$ cat config.mk
export PLATFORM = sky130hd
export DESIGN_NAME = fma_norm_ctl_pipe
export DESIGN_NICKNAME = d
export VERILOG_FILES = /design/src/rtl/config_pkg.sv /design/src/rtl/fma_pipe_reg.sv /design/src/rtl/fma_norm_ctl_pipe.sv
export SDC_FILE = /design/constraint.sdc
export NUM_CORES = 1
export LEC_CHECK = 0
export ABC_AREA = 1
export BUFFER_PORTS_ARGS = -buffer_cell sky130_fd_sc_hd__buf_4
export CORE_MARGIN = 5
export CORE_UTILIZATION = 33
export DETAILED_ROUTE_END_ITERATION = 8
export GPL_TIMING_DRIVEN = 0
export PLACE_DENSITY = 0.75
export SYNTH_ARGS = -nofsm -noshare
export SYNTH_HDL_FRONTEND = slang
export SYNTH_SLANG_ARGS = --single-unit
$ cat constraint.sdc
create_clock -name clk -period 4.1 [get_ports clk]
set_clock_uncertainty 0.2 [all_clocks]
set_input_delay 0.615 -clock clk [delete_from_list [all_inputs] [get_ports clk]]
set_output_delay 0.615 -clock clk [all_outputs]
set_load 0.02 [all_outputs]
$ cat src/rtl/config_pkg.sv
// Shared FMA configuration: default widths and per-format constants, so the
// shift-control pipe and the postprocessor agree on bias and fraction sizes.
package config_pkg;

    function automatic int sw_of(input int fmalen);
        return $clog2(fmalen + 1);
    endfunction

    function automatic int fw_of(input int nfmt);
        return (nfmt > 1) ? $clog2(nfmt) : 1;
    endfunction

    localparam int CFG_NE     = 11;
    localparam int CFG_NF     = 52;
    localparam int CFG_FMALEN = 3 * CFG_NF + 6;
    localparam int CFG_NFMT   = 2;
    localparam int CFG_STAGES = 2;
    localparam int CFG_SW     = sw_of(CFG_FMALEN);
    localparam int CFG_FW     = fw_of(CFG_NFMT);

    // Index 0 is the widest format: double, single, half, bfloat16.
    localparam int FMT_BIAS [0:3] = '{1023, 127, 15, 127};
    localparam int FMT_NF   [0:3] = '{52, 23, 10, 7};

endpackage

$ cat src/rtl/fma_pipe_reg.sv
// One elastic register slice: a valid bit plus a data word.
// Handshake: a slice takes in_valid/in_data on any edge where advance is high;
// advance is driven by the owner as ~valid | downstream-advance.
module fma_pipe_reg #(
    parameter int W = 8
) (
    input  logic         clk,
    input  logic         reset,
    input  logic         flush,
    input  logic         in_valid,
    input  logic         advance,
    input  logic [W-1:0] in_data,
    output logic         valid,
    output logic [W-1:0] data
);

    always_ff @(posedge clk) begin
        if (reset) begin
            valid <= 1'b0;
            data  <= '0;
        end else begin
            if (flush)
                valid <= 1'b0;
            else if (advance)
                valid <= in_valid;
            // Data only moves with a real entry so a stalled output never glitches.
            if (advance && in_valid)
                data <= in_data;
        end
    end

endmodule

$ cat src/rtl/fma_norm_ctl_pipe.sv
// FMA post-processing shift control: normalized exponent, zero/subnormal
// flags and normalization shift amount, behind 1..3 elastic register stages.
module fma_norm_ctl_pipe
    import config_pkg::*;
#(
    parameter int NE     = CFG_NE,
    parameter int NF     = CFG_NF,
    parameter int FMALEN = CFG_FMALEN,
    parameter int NFMT   = CFG_NFMT,
    parameter int STAGES = CFG_STAGES,
    parameter int SW     = sw_of(FMALEN),
    parameter int FW     = fw_of(NFMT)
) (
    input  logic              clk,
    input  logic              reset,
    input  logic              Flush,
    input  logic              InValid,
    output logic              InReady,
    input  logic [FW-1:0]     FmtIdx,
    input  logic [NE+1:0]     FmaSe,
    input  logic [FMALEN-1:0] FmaSm,
    input  logic [SW-1:0]     FmaSCnt,
    output logic              OutValid,
    input  logic              OutReady,
    output logic [NE+1:0]     NormSumExp,
    output logic              FmaSZero,
    output logic              FmaPreResultSubnorm,
    output logic [SW-1:0]     FmaShiftAmt,
    output logic              FmtErr
);

    localparam int EW = NE + 2;
    localparam int W1 = 2 * EW + 1 + FW + 2 * SW;
    localparam int WF = EW + 2 + SW;

    function automatic logic [EW-1:0] bias_corr(input logic [FW-1:0] k);
        return EW'(FMT_BIAS[k] - FMT_BIAS[0]);
    endfunction

    // Second half of the datapath: signed window compares and shift select.
    function automatic logic [WF-1:0] finish_calc(input logic [W1-1:0] s);
        logic [EW-1:0] p, bc, hi, lo;
        logic          z, sub;
        logic [FW-1:0] k;
        logic [SW-1:0] se_lo, scnt, sh;
        {p, bc, z, k, se_lo, scnt} = s;
        hi  = EW'(FMT_BIAS[0] - FMT_BIAS[k]);
        lo  = EW'(FMT_BIAS[0] - FMT_BIAS[k] - FMT_NF[k] - 1);
        sub = ($signed(p) <= $signed(hi)) & (($signed(p) >= $signed(lo)) | (p == '0));
        sh  = sub ? (se_lo + SW'(NF + 3) + bc[SW-1:0]) : (scnt + SW'(1));
        return {p + bc, z, sub, sh};
    endfunction

    logic          illegal_fmt;
    logic [FW-1:0] k_in;
    logic [EW-1:0] p_in;
    logic [W1-1:0] s1_in;

    assign illegal_fmt = (int'(FmtIdx) >= NFMT);
    assign k_in        = illegal_fmt ? '0 : FmtIdx;
    assign p_in        = FmaSe - EW'(FmaSCnt) + EW'(NF + 3);
    assign s1_in       = {p_in, bias_corr(k_in), ~|FmaSm, k_in, FmaSe[SW-1:0], FmaSCnt};

    logic [STAGES-1:0] vld;
    logic [STAGES:0]   go;
    logic [WF-1:0]     out_q;

    assign go[STAGES] = OutReady;
    for (genvar i = 0; i < STAGES; i++) begin : g_go
        assign go[i] = ~vld[i] | go[i+1];
    end

    if (STAGES == 1) begin : g_one
        logic [WF-1:0] fin_in;
        assign fin_in = finish_calc(s1_in);
        fma_pipe_reg #(.W(WF)) u_r0 (
            .clk(clk), .reset(reset), .flush(Flush), .in_valid(InValid), .advance(go[0]),
            .in_data(fin_in), .valid(vld[0]), .data(out_q)
        );
    end else begin : g_multi
        logic [W1-1:0] mid [0:STAGES-2];
        logic [WF-1:0] fin_in;

        fma_pipe_reg #(.W(W1)) u_r0 (
            .clk(clk), .reset(reset), .flush(Flush), .in_valid(InValid), .advance(go[0]),
            .in_data(s1_in), .valid(vld[0]), .data(mid[0])
        );
        if (STAGES == 3) begin : g_pass
            fma_pipe_reg #(.W(W1)) u_r1 (
                .clk(clk), .reset(reset), .flush(Flush), .in_valid(vld[0]), .advance(go[1]),
                .in_data(mid[0]), .valid(vld[1]), .data(mid[1])
            );
        end
        assign fin_in = finish_calc(mid[STAGES-2]);
        fma_pipe_reg #(.W(WF)) u_rl (
            .clk(clk), .reset(reset), .flush(Flush), .in_valid(vld[STAGES-2]),
            .advance(go[STAGES-1]), .in_data(fin_in), .valid(vld[STAGES-1]), .data(out_q)
        );
    end

    // Gating with reset keeps any handshake from completing in a reset cycle.
    assign InReady  = go[0] & ~reset;
    assign OutValid = vld[STAGES-1] & ~reset;
    assign {NormSumExp, FmaSZero, FmaPreResultSubnorm, FmaShiftAmt} = out_q;

    always_ff @(posedge clk) begin
        if (reset)
            FmtErr <= 1'b0;
        else if (InValid && InReady && illegal_fmt)
            FmtErr <= 1'b1;
    end

endmodule
==> results of run 1 <==
==> worst paths after layout <==
path	cells past startpoint	to	slack, ps	from
worst max-delay path	15	g_multi.u_r0.data[40]	1500	FmaSe[1]
worst min-delay path	2	g_multi.u_rl.data[3]	270	g_multi.u_rl.data[3]
worst max register to register	13	g_multi.u_rl.data[7]	1720	g_multi.u_r0.data[30]
worst min register to register	2	g_multi.u_rl.data[3]	270	g_multi.u_rl.data[3]
==> cells by family after synthesis <==
| group | Yosys count |
|---|---|
| xor gates and xnor gates | 23 |
| buffers and inverters | 92 |
| other | 1 |
| AOI/OAI and AO/OA | 113 |
| DFF | 56 |
| and+or+nand+nor | 233 |
| adders and majority gates | 33 |
==> routing by layer <==
metal	share of wire [%]	track usage (%)	vias to the layer above	wire length, µm
li1	-	-	2290	-
met1	46	26.0	1894	6170
met2	44	30.4	146	5840
met3	8.0	4.01	21	1070
met4	2.1	4.89	0	276
met5	0	0	-	0
==> power by group through the flow <==
stage / Clock [mW] / Sequential, mW / Combinational (mW)
global route: 0.515 / 0.620 / 0.576
floorplan: 0 / 0.632 / 0.266
finish: 0.490 / 0.614 / 0.512
global placement: 0 / 0.625 / 0.501
CTS: 0.490 / 0.613 / 0.512
detailed placement: 0 / 0.626 / 0.509
==> final cells by class <==
| class | instances | area, µm² | area share (%) |
|---|---|---|---|
| Tap cell | 143 | 179 | 3.12 |
| Inverter | 76 | 285 | 4.97 |
| Multi-Input combinational cell | 403 | 2300 | 40.1 |
| Timing Repair Buffer | 213 | 1600 | 27.8 |
| Sequential cell | 56 | 1120 | 19.5 |
| Clock buffer | 5 | 125 | 2.18 |
| Buffer | 16 | 88.8 | 1.55 |
| Clock inverter | 3 | 42.5 | 0.741 |
==> worst min-delay path, stage by stage (launching register included) <==
cell	delay, ps
dfxtp_1	310
nand2_1	60
a21oi_1	60
==> cells in the final DEF, fill, tap and decap left out, types with 2 or more instances in the layout <==
master,count
buf_4,216
inv_1,74
nor2_1,71
nand2_1,70
a21oi_1,57
dfxtp_1,56
o21ai_0,46
nand3_1,33
ha_1,32
nor4_1,29
nand4_1,15
xor2_1,14
clkbuf_1,10
xnor2_1,9
clkbuf_16,5
nor3_1,3
o21bai_1,3
a31oi_1,2
inv_2,2
and2_0,2
and3_1,2
or2_2,2
==> flip-flops by register name (all words and copies together) (netlist names) <==
signal and cells:
g_multi.u_r0.data 31, g_multi.u_r0.valid 1, g_multi.u_rl.data 23, g_multi.u_rl.valid 1
==> cell usage after synthesis, drive strengths merged <==
cell type,instances,area (µm²)
xnor2,9,78.8
and2,3,18.8
inv,76,285
a31oi,2,12.5
nor3,3,15.0
nand2,72,280
buf,5,37.5
nor2,72,273
a311oi,1,8.76
clkbuf,11,51.3
dfxtp,56,1120
nor4,29,181
nand3,34,183
a21oi,57,285
ha,32,400
o21ai,47,235
and3,2,12.5
fa,1,20.0
xor2,14,123
conb,1,3.75
a21o,1,7.51
o21bai,3,22.5
or2,3,18.8
nand4,15,93.8
o211ai,2,28.8
==> out/metrics.cfg, run 1 <==
[global_routing]
antenna_found_initial=0
grt_pass1_wl_mm=20.7
grt.overflow.total=0
grtUsageTotal_pct=19.0
grt_max_degree=18
grt_pass1_vias=4263

[route]
dr.pass1.iters=5
drtIter0Drc=278
vias_per_cell=4.76
drc=0
wirelength_mm=13.4
route.vias.total=4351
ant_nets=0
wire_per_inst_um=14.6

[layout]
stdcell_count=915
final_nets=993
fillers=1163
postLayoutCoreUtil_pct=50.5
drive_gt1_share_pct=30.4
final_area_mm2=0.00574
num_antenna_cells=0
area_growth_pct=51.2

[logic_synthesis]
yosys_warnings=0
synthAdderAreaFrac_pct=11.1
synth_simple_gate_area_share_pct=28.3
netlist_instances=551
synth_compound_area_share_pct=15.8
synth_cell_types=37
synth_top_family_by_area=simple AND/OR/NAND/NOR gates
synthMuxAreaShare_pct=0
syn_nets=773
synth_seq_cells=56
seq_area_frac_synth_pct=29.5
syn_area_per_cell_um2=6.89
synth_area_mm2=0.00380
synth-xor-area-share_pct=5.30

[critical_path]
critical_path.startpoint_type=input port
max_stage_delay_ps=390
crit_family=adder cells
cp_slowest_cell=fa_1
crit_path_cell_trace=buf_4, ha_1, ha_1, inv_1, fa_1, o21ai_0, nand2_1, nand2_1, a21oi_1, nor2_1, nor2_1, nand2_1, nand3_1, nand2_1, inv_1
path_class=in -> reg
critPathBufInv=3
crit_arrival_ps=2600
end_kind=register
cp_common_cell=nand2_1
crit_required_ps=4100
cp_max_fo=3

[power]
p_leak_nw=2.85
p_clk_share_pct=30.3
p_int_mw=1.12
p_per_area_mw_per_mm2=281
combPwrFrac_pct=31.7
p_seq_share_pct=38.0
p_sw_mw=0.492
ir_worst_vdd_mv=0.226
netSwitchingFraction_pct=30.4
p_total_mw=1.62

[sta]
worst_pin_slew_ps=548
hold_violations=0
slew_headroom_pct=63.5
clock.fmax_mhz=384
period_needed_ps=2600
setup_violations=0
setup_tns_ps=0
drv_slew=0
worst_hold_slack_ps=272
fin_crit_sh_pct=63.4
fin_ws_ps=1500
rsz0062_at_grt=false

[die]
start_util_pct=33.4
fp-row-count=39
die_area_mm2=0.0138
die_h_um=117
die_w_um=117
num_io_pins=215
core_area_mm2=0.0114

[clock_network]
hold_buffers=0
clock_latency_ps=300
clockBufferDepth=2
cts_made_buffers=5
postCtsSetupBuffers=0
htree_levels=2
cts-root-buf=clkbuf_16
path_clk_slew_ps=70
cts_repair_resize_count=0
clkSinkCount=56
cts_tree=yes

[hold_path]
hp-class=reg -> reg

[flow_run]
cap_violations=0

[placement]
place_congestion=0.851
placed_cell_area_mm2=0.00558
port_buffers=213
pre_cts_slack_ps=1200
dpl.cell_count=907
hpwlAfterDp_mm=11.5

[outcome]
run_status=finished clean

Note: power is estimated with default switching activity, not from simulation.
==> run 2, diff against run 1 <==
--- a/config.mk
+++ b/config.mk
@@ -11,7 +11,7 @@
 export CORE_UTILIZATION = 33
 export DETAILED_ROUTE_END_ITERATION = 8
 export GPL_TIMING_DRIVEN = 0
-export PLACE_DENSITY = 0.75
+export PLACE_DENSITY = 0.77
 export SYNTH_ARGS = -nofsm -noshare
 export SYNTH_HDL_FRONTEND = slang
 export SYNTH_SLANG_ARGS = --single-unit
==> constraint.sdc (replaced) <==
create_clock -name clk -period 2.39 [get_ports clk]
set_clock_uncertainty 0.2 [all_clocks]
set_input_delay 0.3585 -clock clk [delete_from_list [all_inputs] [get_ports clk]]
set_output_delay 0.3585 -clock clk [all_outputs]
set_load 0.02 [all_outputs]
==> out/metrics.cfg, run 2 (synthesized netlist as in run 1, its figures left out) <==
[global_routing]
grtUsageTotal_pct=18.7
grt_pass1_vias=4256
grt.overflow.total=0
grt_pass1_wl_mm=20.6
antenna_found_initial=0
grt_max_degree=17

[layout]
fillers=1146
drive_gt1_share_pct=30.7
largestRegisters=g_multi.u_r0.data (31), g_multi.u_rl.data (23)
final_nets=993
largest_register_ff_count=31
layout_commonest_cell=buf_4
top_register=g_multi.u_r0.data
num_antenna_cells=0
final_cell_mix=216 x buf_4, 74 x inv_1, 71 x nor2_1, 70 x nand2_1, 57 x a21oi_1
area_growth_pct=50.8
final_area_mm2=0.00573

[hold_path]
hold_start=Flush
hp-class=in -> reg
hold_end=g_multi.u_r0.valid
holdPathStages=3

[die]
core_area_mm2=0.0114
start_util_pct=33.4
die_w_um=117
num_io_pins=215
die_area_mm2=0.0138
die_h_um=117
fp-row-count=39

[sta]
hold_violations=0
worst_hold_slack_ps=129
period_needed_ps=2250
slew_headroom_pct=65.2
setup_tns_ps=0
setup_violations=0
rsz0062_at_grt=false
fin_ws_ps=139
clock.fmax_mhz=444
fin_crit_sh_pct=94.2
drv_slew=0
worst_pin_slew_ps=521

[critical_path]
end_kind=register
cp_max_fo=3
crit_arrival_ps=2250
rr_worst_depth=14
critical_path.startpoint_type=input port
crit_required_ps=2390
r2r-end=g_multi.u_rl.data[7]
r2r_slack_ps=190
rr_startpoint=g_multi.u_r0.data[30]
path_class=in -> reg

[clock_network]
path_clk_slew_ps=70
clockBufferDepth=2
clock_latency_ps=290
cts_tree=yes
cts-root-buf=clkbuf_16
htree_levels=2
clkSinkCount=56
cts_made_buffers=5
hold_buffers=0

[power]
ir_worst_vdd_mv=0.382
p_per_area_mw_per_mm2=462
p_leak_nw=2.84

[route]
wire_per_inst_um=14.4
vias_per_cell=4.80
route.vias.total=4384
drc=0
drtIter0Drc=264
ant_nets=0
wirelength_mm=13.1
dr.pass1.iters=5

[placement]
placed_cell_area_mm2=0.00558
hpwlAfterDp_mm=11.4
port_buffers=213
place_congestion=0.940
pre_cts_slack_ps=-262

[outcome]
run_status=finished clean

[flow_run]
cap_violations=0

## run 2: per-stage QoR
step / total power, mW / utilization, % / std cells
global route: 2.80 / 50.4 / 914
global placement: 1.93 / 49.0 / 907
detailed placement: 1.94 / 49.0 / 907
finish: 2.65 / 50.4 / 914
floorplan: 1.54 / - / 551
CTS: 2.65 / 50.2 / 914
## run 2: cell type report
cell class                 count  area, µm²  share of cell area [%]
multi-input combinational    403       2310                    40.4
timing repair buffer         213       1600                    27.9
sequential                    56       1120                    19.6
inverter                      76        285                    4.98
tap                          143        179                    3.12
clock buffer                   5        125                    2.18
buffer                        16       88.8                    1.55
clock inverter                 2       12.5                   0.218
## run 2: critical path, cell delays in order
cell,delay [ps]
buf_4,70
inv_1,60
ha_1,290
ha_1,170
inv_1,50
fa_1,400
o21ai_2,180
nand2_1,60
nand2_1,60
a21oi_1,100
nor2_1,160
nor2_1,50
nand2_1,60
nand3_1,70
nand2_1,70
inv_1,30
## run 2: per-layer routing
metal  vias up  track usage [%]  routed length (µm)
met4         0             3.75                 147
met3        21             3.96                1090
met1      1922             26.0                6120
met2       155             30.1                5770
met5         -                0                   0
li1       2286                -                   -
## run 2: power by group
| group | leakage (nW) | internal [mW] | switching [mW] | total (mW) |
|---|---|---|---|---|
| Sequential | 0.462 | 0.998 | 0.0552 | 1.05 |
| Combinational | 2.31 | 0.439 | 0.444 | 0.883 |
| Clock | 0.0657 | 0.381 | 0.329 | 0.711 |
## run 2: worst max-delay path by stage
stage                          start  slack [ps]               endpoint
6_report                  FmaSCnt[1]         140  g_multi.u_r0.data[40]
5_1_grt                     FmaSe[5]           6  g_multi.u_r0.data[41]
4_1_cts        g_multi.u_r0.data[30]           9   g_multi.u_rl.data[7]
3_5_place_dp              FmaSCnt[1]        -260  g_multi.u_r0.data[40]
3_3_place_gp              FmaSCnt[1]        -270  g_multi.u_r0.data[40]
2_1_floorplan             FmaSCnt[1]          20  g_multi.u_r0.data[40]
## run 2: repair_timing
item	CTS	global route
endpoints found under the setup margin	0	15
resized for setup	0	6
buffers inserted	0	0
